===== config.mk =====
export PLATFORM = sky130hd
export DESIGN_NAME = core_fetch
export DESIGN_NICKNAME = d
export VERILOG_FILES = /design/src/rtl/core_fetch_pkg.sv /design/src/rtl/core_fetch_fifo.sv /design/src/rtl/core_fetch.sv
export SDC_FILE = /design/constraint.sdc
export NUM_CORES = 1
export LEC_CHECK = 0
export ABC_AREA = 1
export CAP_MARGIN = 20
export CORE_ASPECT_RATIO = 0.7
export CORE_MARGIN = 3
export CORE_UTILIZATION = 45
export CTS_CLUSTER_SIZE = 20
export DETAILED_ROUTE_END_ITERATION = 12
export GPL_TIMING_DRIVEN = 0
export PLACE_DENSITY = 0.71
export SLEW_MARGIN = 20
export SYNTH_ARGS = -nofsm -noshare
export SYNTH_HDL_FRONTEND = slang
export SYNTH_HIERARCHICAL = 1
export SYNTH_SLANG_ARGS = --single-unit

===== constraint.sdc =====
create_clock -name clk -period 4.2 [get_ports clk]
set_input_delay 0.84 -clock clk [delete_from_list [all_inputs] [get_ports clk]]
set_output_delay 0.84 -clock clk [all_outputs]
set_load 0.1 [all_outputs]

===== src/rtl/core_fetch_pkg.sv =====
// Shared definitions for the instruction fetch unit.
//   - bus typedefs for instruction words and instruction addresses
//   - ZERO_WORD / INST_NOP constants
//   - fetch_state_e: fetch FSM encoding (BOOT / RUN / DRAIN)
package core_fetch_pkg;

  typedef logic [31:0] inst_byte_bus_t;
  typedef logic [31:0] inst_address_bus_t;

  localparam inst_byte_bus_t ZERO_WORD = 32'h0000_0000;
  // addi x0, x0, 0: the bubble shown to decode when nothing is buffered
  localparam inst_byte_bus_t INST_NOP  = 32'h0000_0013;

  typedef enum logic [1:0] {
    FETCH_BOOT  = 2'd0,
    FETCH_RUN   = 2'd1,
    FETCH_DRAIN = 2'd2
  } fetch_state_e;

endpackage


===== src/rtl/core_fetch_fifo.sv =====
// Small synchronous FIFO used twice by core_fetch (instruction buffer and
// in-order address queue).
// Ports:
//   clk, rst     clock, asynchronous active-high reset
//   flush        empties the FIFO; push/pop are ignored in that cycle
//   push/push_data  write one entry
//   pop          drop the head entry (ignored when empty)
//   head_data    head entry, read combinationally from registered storage
//   count/empty/full  occupancy
// DEPTH must be a power of two so the pointers wrap naturally.
module core_fetch_fifo
  import core_fetch_pkg::*;
#(
  parameter int WIDTH = 32,
  parameter int DEPTH = 2
) (
  input  logic                     clk,
  input  logic                     rst,
  input  logic                     flush,
  input  logic                     push,
  input  logic [WIDTH-1:0]         push_data,
  input  logic                     pop,
  output logic [WIDTH-1:0]         head_data,
  output logic [$clog2(DEPTH):0]   count,
  output logic                     empty,
  output logic                     full
);

  localparam int AW = $clog2(DEPTH);

  logic [WIDTH-1:0] mem [DEPTH];
  logic [AW-1:0]    wr_ptr;
  logic [AW-1:0]    rd_ptr;
  logic             do_push;
  logic             do_pop;

  assign do_push   = push && !flush;
  assign do_pop    = pop && !flush && !empty;
  assign empty     = (count == '0);
  assign full      = (count == (AW+1)'(DEPTH));
  assign head_data = mem[rd_ptr];

  always_ff @(posedge clk or posedge rst) begin
    if (rst) begin
      wr_ptr <= '0;
      rd_ptr <= '0;
      count  <= '0;
    end else if (flush) begin
      wr_ptr <= '0;
      rd_ptr <= '0;
      count  <= '0;
    end else begin
      if (do_push) wr_ptr <= wr_ptr + AW'(1);
      if (do_pop)  rd_ptr <= rd_ptr + AW'(1);
      case ({do_push, do_pop})
        2'b10:   count <= count + (AW+1)'(1);
        2'b01:   count <= count - (AW+1)'(1);
        default: ;
      endcase
    end
  end

  // Storage has no reset: head_data is only meaningful when !empty.
  always_ff @(posedge clk) begin
    if (do_push) mem[wr_ptr] <= push_data;
  end

  a_no_overflow: assert property (@(posedge clk) disable iff (rst)
    !(do_push && full && !do_pop));

endmodule


===== src/rtl/core_fetch.sv =====
// Instruction fetch unit: owns the PC, issues in-order word reads to
// instruction memory, buffers returned words with their addresses and
// presents one instruction per cycle to decode.
// Ports:
//   clk, rst                       clock, asynchronous active-high reset
//   jump_flag_in, jump_addr_in     redirect from execute (addr bits [1:0] ignored)
//   hold_in                        pipeline stall, head instruction not consumed
//   fetch_req_out, fetch_addr_out  memory read request / word address
//   fetch_ack_in                   memory accepted the request this cycle
//   fetch_rvalid_in, fetch_rdata_in  in-order read data, >=1 cycle after ack
//   inst_out, inst_addr_out, inst_valid_out  instruction presented to decode
//   fetch_state_out                current fetch FSM state (debug)
//
// Memory handshake: a request transfers on a cycle where fetch_req_out and
// fetch_ack_in are both high; until then req stays high with a stable
// address (the PC only moves on a transfer, and req only drops on a redirect,
// which replaces the request anyway). Every transfer yields exactly one
// fetch_rvalid_in pulse later, in request order, with no back-pressure.
module core_fetch
  import core_fetch_pkg::*;
#(
  parameter logic [31:0] RESET_PC   = 32'h0000_0000,
  parameter int          FIFO_DEPTH = 2,
  parameter logic [31:0] NOP_INST   = INST_NOP
) (
  input  logic        clk,
  input  logic        rst,
  input  logic        jump_flag_in,
  input  logic [31:0] jump_addr_in,
  input  logic        hold_in,
  output logic        fetch_req_out,
  output logic [31:0] fetch_addr_out,
  input  logic        fetch_ack_in,
  input  logic        fetch_rvalid_in,
  input  logic [31:0] fetch_rdata_in,
  output logic [31:0] inst_out,
  output logic [31:0] inst_addr_out,
  output logic        inst_valid_out,
  output logic [1:0]  fetch_state_out
);

  localparam int CW = $clog2(FIFO_DEPTH) + 1;

  fetch_state_e      state;
  inst_address_bus_t pc;
  logic [CW-1:0]     discard;

  logic [CW-1:0]     outstanding;
  logic [CW-1:0]     inst_count;
  logic              addr_empty;
  logic              addr_full;
  logic              inst_empty;
  logic              inst_full;
  logic [31:0]       rsp_addr;
  logic [63:0]       inst_head;

  logic [CW:0]       credit_used;
  logic              ack_fire;
  logic              rsp_accept;
  logic              inst_pop;
  logic [CW-1:0]     remaining;
  logic [CW-1:0]     discard_next;

  // The address queue holds exactly the requests still in flight in RUN, so
  // its occupancy doubles as the outstanding counter. A redirect flushes it;
  // responses still owed after that are tracked by 'discard' instead.
  assign credit_used   = {1'b0, outstanding} + {1'b0, inst_count};
  assign fetch_req_out = (state == FETCH_RUN) &&
                         (credit_used < (CW+1)'(FIFO_DEPTH)) &&
                         !jump_flag_in;
  assign fetch_addr_out = pc;
  assign ack_fire       = fetch_req_out && fetch_ack_in;

  // A response is kept only in RUN and only when no redirect kills it.
  assign rsp_accept = (state == FETCH_RUN) && fetch_rvalid_in && !jump_flag_in;
  assign inst_pop   = !inst_empty && !hold_in && !jump_flag_in;

  // Responses still owed after a redirect in this cycle.
  assign remaining    = outstanding - CW'(fetch_rvalid_in);
  assign discard_next = discard - CW'(fetch_rvalid_in && (discard != '0));

  assign inst_valid_out  = !inst_empty;
  assign inst_out        = inst_empty ? NOP_INST  : inst_head[31:0];
  assign inst_addr_out   = inst_empty ? ZERO_WORD : inst_head[63:32];
  assign fetch_state_out = state;

  always_ff @(posedge clk or posedge rst) begin
    if (rst) begin
      state   <= FETCH_BOOT;
      pc      <= RESET_PC;
      discard <= '0;
    end else begin
      if (ack_fire) pc <= pc + 32'd4;
      // req is masked by jump_flag_in, so this never collides with ack_fire
      if (jump_flag_in) pc <= {jump_addr_in[31:2], 2'b00};

      case (state)
        FETCH_BOOT: state <= FETCH_RUN;
        FETCH_RUN: begin
          // If the only in-flight response returns in the redirect cycle
          // itself there is nothing left to drop, so fetch continues.
          if (jump_flag_in && (remaining != '0)) begin
            state   <= FETCH_DRAIN;
            discard <= remaining;
          end
        end
        FETCH_DRAIN: begin
          discard <= discard_next;
          if (discard_next == '0) state <= FETCH_RUN;
        end
        default: state <= FETCH_BOOT;
      endcase
    end
  end

  core_fetch_fifo #(.WIDTH(32), .DEPTH(FIFO_DEPTH)) u_addr_q (
    .clk       (clk),
    .rst       (rst),
    .flush     (jump_flag_in),
    .push      (ack_fire),
    .push_data (pc),
    .pop       (rsp_accept),
    .head_data (rsp_addr),
    .count     (outstanding),
    .empty     (addr_empty),
    .full      (addr_full)
  );

  core_fetch_fifo #(.WIDTH(64), .DEPTH(FIFO_DEPTH)) u_inst_q (
    .clk       (clk),
    .rst       (rst),
    .flush     (jump_flag_in),
    .push      (rsp_accept),
    .push_data ({rsp_addr, fetch_rdata_in}),
    .pop       (inst_pop),
    .head_data (inst_head),
    .count     (inst_count),
    .empty     (inst_empty),
    .full      (inst_full)
  );

  a_rsp_has_addr: assert property (@(posedge clk) disable iff (rst)
    !(rsp_accept && addr_empty));
  a_addr_q_room: assert property (@(posedge clk) disable iff (rst)
    !(ack_fire && addr_full));
  a_inst_q_room: assert property (@(posedge clk) disable iff (rst)
    !(rsp_accept && inst_full && !inst_pop));

endmodule


# After elaboration in Yosys (flattened, before gate mapping)
# Memories as Yosys holds them, arrays and structs flattened.
# Cells that the tools add are included.
# word_totals
reg_bits	44
ramBits	192
out_inout_bits	100
mem_count	2
# classes
add_sub_neg	12
magnitude_cmp	1
n_eq_ne	8
n_mux	25
reduce_logical	34
# mem_list
memory	depth	word_bits	read_ports	rd_clocked_by_memory_dff	wr	line	source
u_inst_q.mem	2	64	1	0	1	core_fetch_fifo.sv:31	logic [WIDTH-1:0] mem [DEPTH];
u_addr_q.mem	2	32	1	0	1	core_fetch_fifo.sv:31	
# ops
operator	count
$mux W32	4
$add A32 B3 Y32 const B	1
$reduce_bool A2 Y1	8
$logic_and A1 B1 Y1	14
$mux W1	12
$pmux W2 S2	3
$mux W2	5
$logic_not A2 Y1	4
$eq A2 B1 Y1 const B	3
$eq A2 B2 Y1 const B	3
$pmux W2 S3	1
$reduce_bool A3 Y1	2
$add A1 B1 Y1 const B	4
$add A2 B1 Y2 const B	2
$logic_not A1 Y1	4
$reduce_and A2 Y1	2
$sub A2 B1 Y2	2
$sub A2 B1 Y2 const B	2
$add A2 B2 Y3	1
$lt A3 B2 Y1 const B	1
$ne A2 B1 Y1 const B	1
$ne A2 B2 Y1 const B	1

# Longest topological paths before layout
# Gate-level depths: netlist of run 1.
# logic_depth
word_depth	9
depth_mapped	13

# Modules after synthesis
# The synthesis of run 1 kept the hierarchy.
# modules_own_cells
module	instances	cells_each	area_per_inst_um2
core_fetch_fifo (u_inst_q)	1	234	5009.8
core_fetch	1	529	3096.7
core_fetch_fifo (u_addr_q)	1	135	2691.3

# Worst setup path before layout of run 1
# No wires, ideal clock.
# synth_timing
path_type	register to register
from	register state[0], in the netlist fetch_state_out[0]
to	memory u_inst_q.mem[0][0], enable pin
setup_ns	0.487
arrival_ns	4.261
required_ns	3.713
path_slack_ns	-0.549
stages_incl_launch_ff	7
path_buffers	0
period_less_slack_ns	4.749
cell_sequence	dfrtp_1 > inv_2 > nor2_8 > nand2_1 > nor2_1 > nand2_1 > nor2_1
# synth_via
elab_chain_len	6
# synth_lines
element	line	source
start: declaration	core_fetch.sv:44	fetch_state_e state;
start signal: assignment	core_fetch.sv:89	state <= FETCH_BOOT;
start signal: assignment	core_fetch.sv:98	FETCH_BOOT: state <= FETCH_RUN;
start signal: assignment	core_fetch.sv:103	state <= FETCH_DRAIN;
$eq A2 B1 Y1	core_fetch.sv:75	assign rsp_accept = (state == FETCH_RUN) && fetch_rvalid_in && !jump_flag_in;
$logic_and A1 B1 Y1 (2 in a row)	core_fetch.sv:75	
via rsp_accept	core_fetch.sv:59	logic rsp_accept;
$logic_and A1 B1 Y1	core_fetch_fifo.sv:37	assign do_push = push && !flush;
$mux W1	core_fetch_fifo.sv:65	if (do_push) mem[wr_ptr] <= push_data;
$mux W1 (not written as such)	core_fetch_fifo.sv:65	
end: declaration	core_fetch_fifo.sv:31	
# The timed path passes the listed nets, and every way through them passes these cells.

# Worst setup path after layout of run 1
# layout_timing
from	register u_inst_q.count[1]
to	output inst_addr_out[4]
# layout_via
elab_chain_len	2
# layout_lines
element	line	source
start: declaration	core_fetch_fifo.sv:24	output logic [$clog2(DEPTH):0] count,
start signal: assignment	core_fetch_fifo.sv:56	2'b10: count <= count + (AW+1)'(1);
start signal: assignment	core_fetch_fifo.sv:57	2'b01: count <= count - (AW+1)'(1);
$logic_not A2 Y1	core_fetch_fifo.sv:39	assign empty = (count == '0);
via inst_empty	core_fetch.sv:52	logic inst_empty;
$mux W32	core_fetch.sv:84	assign inst_addr_out = inst_empty ? ZERO_WORD : inst_head[63:32];
end: declaration	core_fetch.sv:37	output logic [31:0] inst_addr_out,
# The timed path passes the listed nets, and every way through them passes these cells.

==> impl_metrics.yaml, run 1 <==
detailed_routing:
  met3WireLength_mm: 1.85
  firstDrtPassIters: 5
  drt_wl_total_mm: 23.3
  vias: 6897
  ant_nets: 0
  viasPerCell: 4.83
  dr.first_iter.drc_count: 470
  drc: 0
  met2WireLength_mm: 10.2
  drt-met1-wl_mm: 10.9
  avgRoutedWirePerCell_um: 16.3
  top_layer: "met4"
yosys:
  synth_cells: 895
  ys.warnings.count: 6
  syn_avg_cell_area_um2: 12.1
  syn_area_mm2: 0.0108
placed_design:
  numPortBuffers: 165
  place_worst_setup_slack_ps: 273
  dp_hpwl_mm: 16.7
  gp_congestion: 0.891
global_routing:
  grt_max_degree: 27
  overflow: 0
  antenna_found_initial: 0
  grt_pass1_vias: 6761
  grt_pass1_wl_mm: 36.6
  grt_use_total_pct: 18.1
cells_and_area:
  fillerInstances: 1846
  drive_gt1_share_pct: 17.8
  syn_to_final_growth_pct: 28.3
  layout.nets: 1171
  antenna_cells: 0
power:
  finalPower_mw: 9.04
  p_leak_nw: 5.57
  p_per_area_mw_per_mm2: 654
  ir_drop_v: 0.000497
clock_tree:
  cts_tree: "built"
  clk_latency_ps: 500
  cts_root_buf: "clkbuf_16"
  cts_buffers: 24
  cts_setup_buffers: 0
  path_clk_slew_ps: 60
  h-tree-depth: 1
  clk_path_buf_depth: 3
  clock_sink_count: 234
  hold_buffers: 0
timing:
  min_period_ps: 3990
  fin_skew_ps: 10.4
  tightest_slew_ps: 1060
  rsz0062_at_grt: "false"
  fin_crit_sh_pct: 95.1
  setup_violations: 0
  max_freq_mhz: 250
  layout_setup_ws_ps: 207
  maxSlewHeadroom_pct: 29.3
  maxSlewViolCount: 0
  hold_viol_final: 0
setup_path:
  cp_slowest_stage_delay_ps: 1030
  required_ps: 3360
  worstReg2RegStart: "u_addr_q/count[0]$_DFFE_PP0P_"
  rrSetupSlack_ps: 1240
  reg2regPathDepth: 10
  start_kind: "flop"
  path_cells: "inv_1, nand2_1, inv_1, clkbuf_1, nor2_1, clkdlybuf4s50_1"
  r2r-end: "u_addr_q/mem[0][21]$_DFFE_PP_"
  arrival_ps: 3150
  slowest_stage: "clkdlybuf4s50_1"
  critPathKind: "flop to output pin"
  worstPathMaxFanout: 12
  end_kind: "output pin"
  crit_path_frequent_cell: "inv_1"
status:
  status: "completed"
min_path:
  worstHoldPathType: "flop to flop"
  worstHoldPathCells: 2
  whs_endpoint: "discard[0]$_DFFE_PP0P_"
  min_from: "discard[0]$_DFFE_PP0P_"
floorplan:
  core_area_mm2: 0.0231
  die_area_mm2: 0.0259
  num_rows: 46
  fp.dieW_um: 191
  fp.dieH_um: 136
  pin_count: 170
  initial_core_util_pct: 46.7
flow_run:
  drv_cap: 0
==> power breakdown <==
| part | switching [mW] | internal [mW] | total [mW] |
|---|---|---|---|
| registers | 0.247 | 2.76 | 3.01 |
| logic | 2.88 | 0.926 | 3.81 |
| clock network | 0.835 | 1.39 | 2.22 |
| total | 3.97 | 5.08 | 9.04 |
==> how the worst max path moves through the flow <==
stage                                         from                           end  slack (ps)  cells past startpoint
finish               u_inst_q/count[1]$_DFFE_PP0P_              inst_addr_out[4]         210                      6
global route         u_inst_q/count[1]$_DFFE_PP0P_              inst_addr_out[9]           2                      6
CTS                  u_addr_q/count[0]$_DFFE_PP0P_                 fetch_req_out         100                      7
detailed placement   u_inst_q/count[1]$_DFFE_PP0P_             inst_addr_out[12]         270                      7
global placement                      jump_flag_in  u_inst_q/mem[0][2]$_DFFE_PP_       -1190                      7
floorplan           fetch_state_out[0]$_DFFE_PP0P_  u_inst_q/mem[0][0]$_DFFE_PP_         510                      6
==> layout make-up <==
class | count | area (um2) | area share, %
sequential | 234 | 6820 | 49.3
multi-input combinational | 509 | 3300 | 23.9
timing repair buffer | 172 | 1780 | 12.9
clock buffer | 29 | 641 | 4.63
inverter | 129 | 494 | 3.57
tap | 312 | 390 | 2.82
buffer | 27 | 216 | 1.56
clock inverter | 15 | 194 | 1.40
==> critical path: cells and delay by family, from the launching register on <==
| family | cells | cell delay (ps) |
|---|---|---|
| buf+inv | 4 | 2010 |
| flops | 1 | 450 |
| simple gates | 2 | 190 |
==> through the flow <==
stage | setup TNS (ps) | cells | hold WS (ps) | util (%) | instance area [um2]
floorplan | 0 | 900 | 479 | - | 10800
global placement | -197630 | 1377 | 497 | 55.7 | 12900
detailed placement | 0 | 1384 | 511 | 56.4 | 13000
CTS | 0 | 1427 | 523 | 59.9 | 13800
global route | 0 | 1427 | 531 | 59.9 | 13800
finish | 0 | 1427 | 532 | 59.9 | 13800
==> what timing repair did <==
action                     CTS  global route
setup endpoints to repair   43             2
pin swaps                    0             0
resized for setup           21             2
==> metal layers <==
metal	global-route usage [%]	vias to the layer above
met2	27.9	246
met4	3.46	0
met1	26.6	3243
li1	-	3381
met3	4.03	27
met5	0	-
==> cells in the final DEF, fill, tap and decap left out, drive strengths merged, types with 7 or more instances in the layout <==
cell             n
edfxtp         192
o21ai           19
clkinv          10
buf             25
dlygate4sd2     21
mux2            96
nand2          169
clkbuf          38
or2              7
clkdlybuf4s50  142
nor2           117
inv            129
o21bai           8
nand3           59
dfrtp           42
==> registers in the layout (all words and copies together) (netlist names), 2 cells and up <==
name / count
u_inst_q/mem: 128
u_addr_q/mem: 64
fetch_addr_out: 30
discard: 2
fetch_state_out: 2
u_addr_q/count: 2
u_inst_q/count: 2
(Power assumes the default switching activity.)
==> run 2, diff against run 1 <==
--- a/constraint.sdc
+++ b/constraint.sdc
@@ -3,2 +3,2 @@
 set_output_delay 0.84 -clock clk [all_outputs]
-set_load 0.1 [all_outputs]
+set_load 0.05 [all_outputs]
==> run 2 against run 1 <==
- via count grew 0.32%
- routed wire length is essentially flat
- global-route usage is essentially flat
- setup slack gained 210 ps
- design area grew 0.15%
- sequential cell count is the same
==> impl_metrics.yaml, run 2 (synthesized netlist as in run 1, its figures left out) <==
status:
  status: "completed"
timing:
  tightest_slew_ps: 666
  hold_slack_ps: 532
  maxSlewViolCount: 0
  fin_setup_tns_ps: 0
  fin_skew_ps: 10.4
  setup_violations: 0
  min_period_ps: 3790
  rsz0062_at_grt: "false"
  max_freq_mhz: 264
  maxSlewHeadroom_pct: 55.5
  fin_crit_sh_pct: 90.2
  hold_viol_final: 0
power:
  clock_power_share_pct: 27.7
  ir_drop_v: 0.000369
  power.internal_mw: 5.12
  finalPower_mw: 8.04
  combPwrFrac_pct: 34.9
  power.switching_mw: 2.91
  seqPwrFrac_pct: 37.4
  p_leak_nw: 5.47
  p_per_area_mw_per_mm2: 580
  switching_share_pct: 36.2
detailed_routing:
  viasPerCell: 4.85
  dr.first_iter.drc_count: 454
  vias: 6919
  firstDrtPassIters: 5
  avgRoutedWirePerCell_um: 16.3
  ant_nets: 0
  drc: 0
  drt_wl_total_mm: 23.3
clock_tree:
  clock_sink_count: 234
  cts_root_buf: "clkbuf_16"
  h-tree-depth: 1
  cts_setup_buffers: 0
  path_clk_slew_ps: 60
  clk_latency_ps: 510
  cts_tree: "built"
  cts_resized: 0
  clk_path_buf_depth: 3
  hold_buffers: 0
  cts_buffers: 24
cells_and_area:
  fillerInstances: 1841
  largest_reg_flops: 128
  top_register: "u_inst_q/mem"
  antenna_cells: 0
  stdcell_count: 1427
  drive_gt1_share_pct: 17.8
  most-common-layout-cells: "192 x edfxtp_1, 165 x clkdlybuf4s50_1, 158 x nand2_1"
  fin_area_mm2: 0.0139
  layout_commonest_cell: "edfxtp_1"
  syn_to_final_growth_pct: 28.5
  layout.nets: 1171
placed_design:
  placed_cells_incl_taps: 1384
  placed_area_mm2: 0.0130
  dp_hpwl_mm: 16.7
  numPortBuffers: 165
  gp_congestion: 0.891
floorplan:
  fp.dieW_um: 191
  initial_core_util_pct: 46.7
  die_area_mm2: 0.0259
  fp.dieH_um: 136
  pin_count: 170
  core_area_mm2: 0.0231
  num_rows: 46
setup_path:
  required_ps: 3360
  end_kind: "output pin"
  worstPathMaxFanout: 12
  rrSetupSlack_ps: 1230
  critPathKind: "flop to output pin"
  arrival_ps: 2950
  start_kind: "flop"
min_path:
  worstHoldPathType: "flop to flop"
global_routing:
  grt_pass1_wl_mm: 36.6
  grt_use_total_pct: 18.1
  grt_pass1_vias: 6766
  antenna_found_initial: 0
  grt_max_degree: 27
  overflow: 0
flow_run:
  drv_cap: 0
[run 2: changes by cell type in the layout (fill, tap and decap cells not counted)]
cell | previous run | this run
clkdlybuf4s50_1 | 142 | 165
dlygate4sd2_1 | 21 | 0
dlymetal6s2s_1 | 2 | 0
[run 2: metrics by stage]
| step | worst slack [ps] | util (%) |
|---|---|---|
| 2_1_floorplan | 719 | - |
| 3_3_place_gp | -1190 | 55.7 |
| 3_5_place_dp | 541 | 56.4 |
| 4_1_cts | 330 | 60.0 |
| 5_1_grt | 194 | 60.0 |
| 6_report | 412 | 60.0 |
[run 2: worst max-delay path, stage by stage, from the launching register on]
cell and delay (ps):
dfrtp_1 450, inv_1 100, nand2_1 100, inv_1 450, clkbuf_1 450, nor2_1 160
clkdlybuf4s50_1 730
[run 2: area by class of cell]
| type | count | area [um2] | share of cell area, % |
|---|---|---|---|
| multi-input cells | 509 | 3300 | 23.8 |
| clock buffers | 29 | 641 | 4.62 |
| clock inverters | 15 | 194 | 1.40 |
| inverters | 129 | 494 | 3.57 |
| well taps | 312 | 390 | 2.82 |
| flip-flops and latches | 234 | 6820 | 49.2 |
| plain buffers | 27 | 216 | 1.56 |
| repair buffers | 172 | 1800 | 13.0 |
[run 2: final timing paths]
check                                         startpoint                            end  depth (start not counted)
setup reg to reg           u_addr_q/count[0]$_DFFE_PP0P_  u_addr_q/mem[0][21]$_DFFE_PP_                         10
min in group asynchronous                            rst    u_addr_q/wr_ptr$_DFFE_PP0P_                          2
hold reg to reg                   discard[0]$_DFFE_PP0P_         discard[0]$_DFFE_PP0P_                          2
max in group asynchronous                            rst  fetch_addr_out[9]$_DFFE_PP0P_                          3
setup / recovery           u_inst_q/count[1]$_DFFE_PP0P_              inst_addr_out[12]                          6
hold / removal                    discard[0]$_DFFE_PP0P_         discard[0]$_DFFE_PP0P_                          2
[run 2: power by group through the flow]
| stage | Combinational (mW) | Clock [mW] | Sequential [mW] |
|---|---|---|---|
| 3_3_place_gp | 2.77 | 0 | 3.04 |
| 3_5_place_dp | 2.82 | 0 | 3.05 |
| 6_report | 2.80 | 2.23 | 3.01 |
| 4_1_cts | 2.83 | 2.28 | 3.01 |
| 2_1_floorplan | 1.66 | 0 | 3.23 |
| 5_1_grt | 2.99 | 2.37 | 3.04 |
[run 2: layer usage]
layer	GRT usage (%)	wire, um	vias to the layer above
met5	0	0	-
met4	3.46	321	0
met3	4.06	1940	29
met2	28.0	10200	264
met1	26.5	10800	3243
li1	-	-	3383
==> run 3, diff against run 2 <==
- clock period: 4.2 -> 3.05 ns (I/O delays scaled with it)
==> run 3 against run 2 <==
- count of clock-buffer cells in the layout grew 5
- cell count is essentially flat
- design area shrank 0.76%
- core utilization shrank 0.46 points
- critical path depth shrank 2
- global-route usage shrank 0.092 points
- combinational power grew 33%
- sequential power grew 38%
==> impl_metrics.yaml, run 3 (synthesized netlist as in run 1, its figures left out) <==
status:
  status: "completed"
floorplan:
  fp.dieH_um: 136
  die_area_mm2: 0.0259
  num_rows: 46
  core_area_mm2: 0.0231
  fp.dieW_um: 191
  pin_count: 170
  initial_core_util_pct: 46.7
detailed_routing:
  avgRoutedWirePerCell_um: 16.3
  vias: 6921
  firstDrtPassIters: 5
  drt_wl_total_mm: 23.2
  dr.first_iter.drc_count: 377
  drc: 0
  ant_nets: 0
  viasPerCell: 4.85
min_path:
  worstHoldPathType: "input pin to asynchronous set/reset pin"
cells_and_area:
  regArea_mm2: 0.00682
  layout_commonest_cell: "edfxtp_1"
  multiInputGateArea_mm2: 0.00331
  top_register: "u_inst_q/mem"
  largest_reg_flops: 128
  utilization_pct: 59.6
  antenna_cells: 0
  syn_to_final_growth_pct: 27.5
  layout.nets: 1172
  stdcell_count: 1428
  drive_gt1_share_pct: 22.1
  fillerInstances: 1856
  most-common-layout-cells: "192 x edfxtp_1, 158 x nand2_1, 121 x inv_1"
setup_path:
  worstPathMaxFanout: 10
  required_ps: 2440
  end_kind: "output pin"
  worst-path-stages: 4
  critPathKind: "flop to output pin"
  cp_slowest_stage_delay_ps: 460
  arrival_ps: 2320
  worst-path-buf-inv: 2
  slowest_stage: "dfrtp_1"
  reg2regPathDepth: 10
  path_cells: "clkbuf_4, mux2_2, or2_2, dlygate4sd2_1"
  start_kind: "flop"
  cpLargestDelayFamily: "buffers and inverters"
global_routing:
  overflow: 0
  antenna_found_initial: 0
  grt_use_total_pct: 18.0
  grt_pass1_wl_mm: 36.2
  grt_max_degree: 26
  grt_pass1_vias: 6731
placed_design:
  gp_congestion: 0.886
  dp_hpwl_mm: 16.8
  numPortBuffers: 165
  placed_cells_incl_taps: 1384
clock_tree:
  clock_sink_count: 234
  cts_setup_buffers: 0
  path_clk_slew_ps: 60
  cts_buffers: 24
  cts_root_buf: "clkbuf_16"
  h-tree-depth: 1
  clk_latency_ps: 510
  clk_path_buf_depth: 3
  cts_tree: "built"
timing:
  hold_viol_final: 0
  tightest_slew_ps: 625
  hold_slack_ps: 371
  fin_skew_ps: 13.3
  min_period_ps: 2930
  max_freq_mhz: 342
  maxSlewViolCount: 0
  fin_crit_sh_pct: 96.0
  maxSlewHeadroom_pct: 58.3
  setup_violations: 0
  rsz0062_at_grt: "false"
flow_run:
  drv_cap: 0
power:
  p_per_area_mw_per_mm2: 778
  finalPower_mw: 10.7
  ir_drop_v: 0.000532
  p_leak_nw: 5.55
run 3: changes by cell type in the layout (fill, tap and decap cells not counted), sizes merged, moves of 2 or more:
cell	change
clkdlybuf4s50	-66
buf	+3
dlygate4sd2	+26
clkbuf	+16
clkdlybuf4s15	+27
clkinvlp	+2
bufinv	-4
clkinv	-4
run 3: through the flow:
stage,setup WS [ps],cell area [um2],TNS [ps]
after detailed placement,-329,13000,-27580
after CTS,3.55,13800,0
after global placement,-976,12900,-191140
after global routing,2.96,13800,0
after floorplan,93.3,10800,0
final,122,13800,0
run 3: timing repair:
action	in CTS	in global routing
hold buffers	0	0
cloned	0	0
setup endpoints to repair	66	41
gates resized for setup	129	30
run 3: worst register-to-register path, cell delays in order, from the launching register on:
cell	delay, ps
dfrtp_1	450
nand2_1	90
inv_1	50
fa_1	450
nor2_2	230
nand4_4	230
inv_6	170
buf_6	170
nand2_1	140
nor2_4	300
buf_12	240
run 3: final timing paths:
path	from	to	slack, ps
worst min-delay path	rst	u_addr_q/rd_ptr$_DFFE_PP0P_	370
worst min register to register	discard[0]$_DFFE_PP0P_	discard[0]$_DFFE_PP0P_	530
min in group clk	discard[0]$_DFFE_PP0P_	discard[0]$_DFFE_PP0P_	530
max in group asynchronous	rst	fetch_addr_out[22]$_DFFE_PP0P_	2210
worst max-delay path	u_inst_q/rd_ptr$_DFFE_PP0P_	inst_out[4]	120
worst max register to register	u_addr_q/count[0]$_DFFE_PP0P_	u_addr_q/mem[0][23]$_DFFE_PP_	210
run 3: report_power, final:
part	switching (mW)	internal [mW]
clock	1.18	1.67
sequential	0.336	3.80
combinational	2.51	1.20
run 3: per-layer routing:
layer	routed length (um)	track usage, %	up-vias
met3	1830	3.47	29
met2	10100	27.0	249
met5	0	0	-
met1	10900	27.3	3272
met4	400	3.91	0
li1	-	-	3371
run 3: final cells by class:
| type | instances | share of cell area (%) |
|---|---|---|
| clock buffer | 34 | 5.01 |
| timing repair buffer | 172 | 12.6 |
| tap | 312 | 2.84 |
| clock inverter | 10 | 0.682 |
| buffer | 28 | 1.68 |
| inverter | 129 | 3.59 |
| multi-input combinational | 509 | 24.0 |
| sequential | 234 | 49.6 |
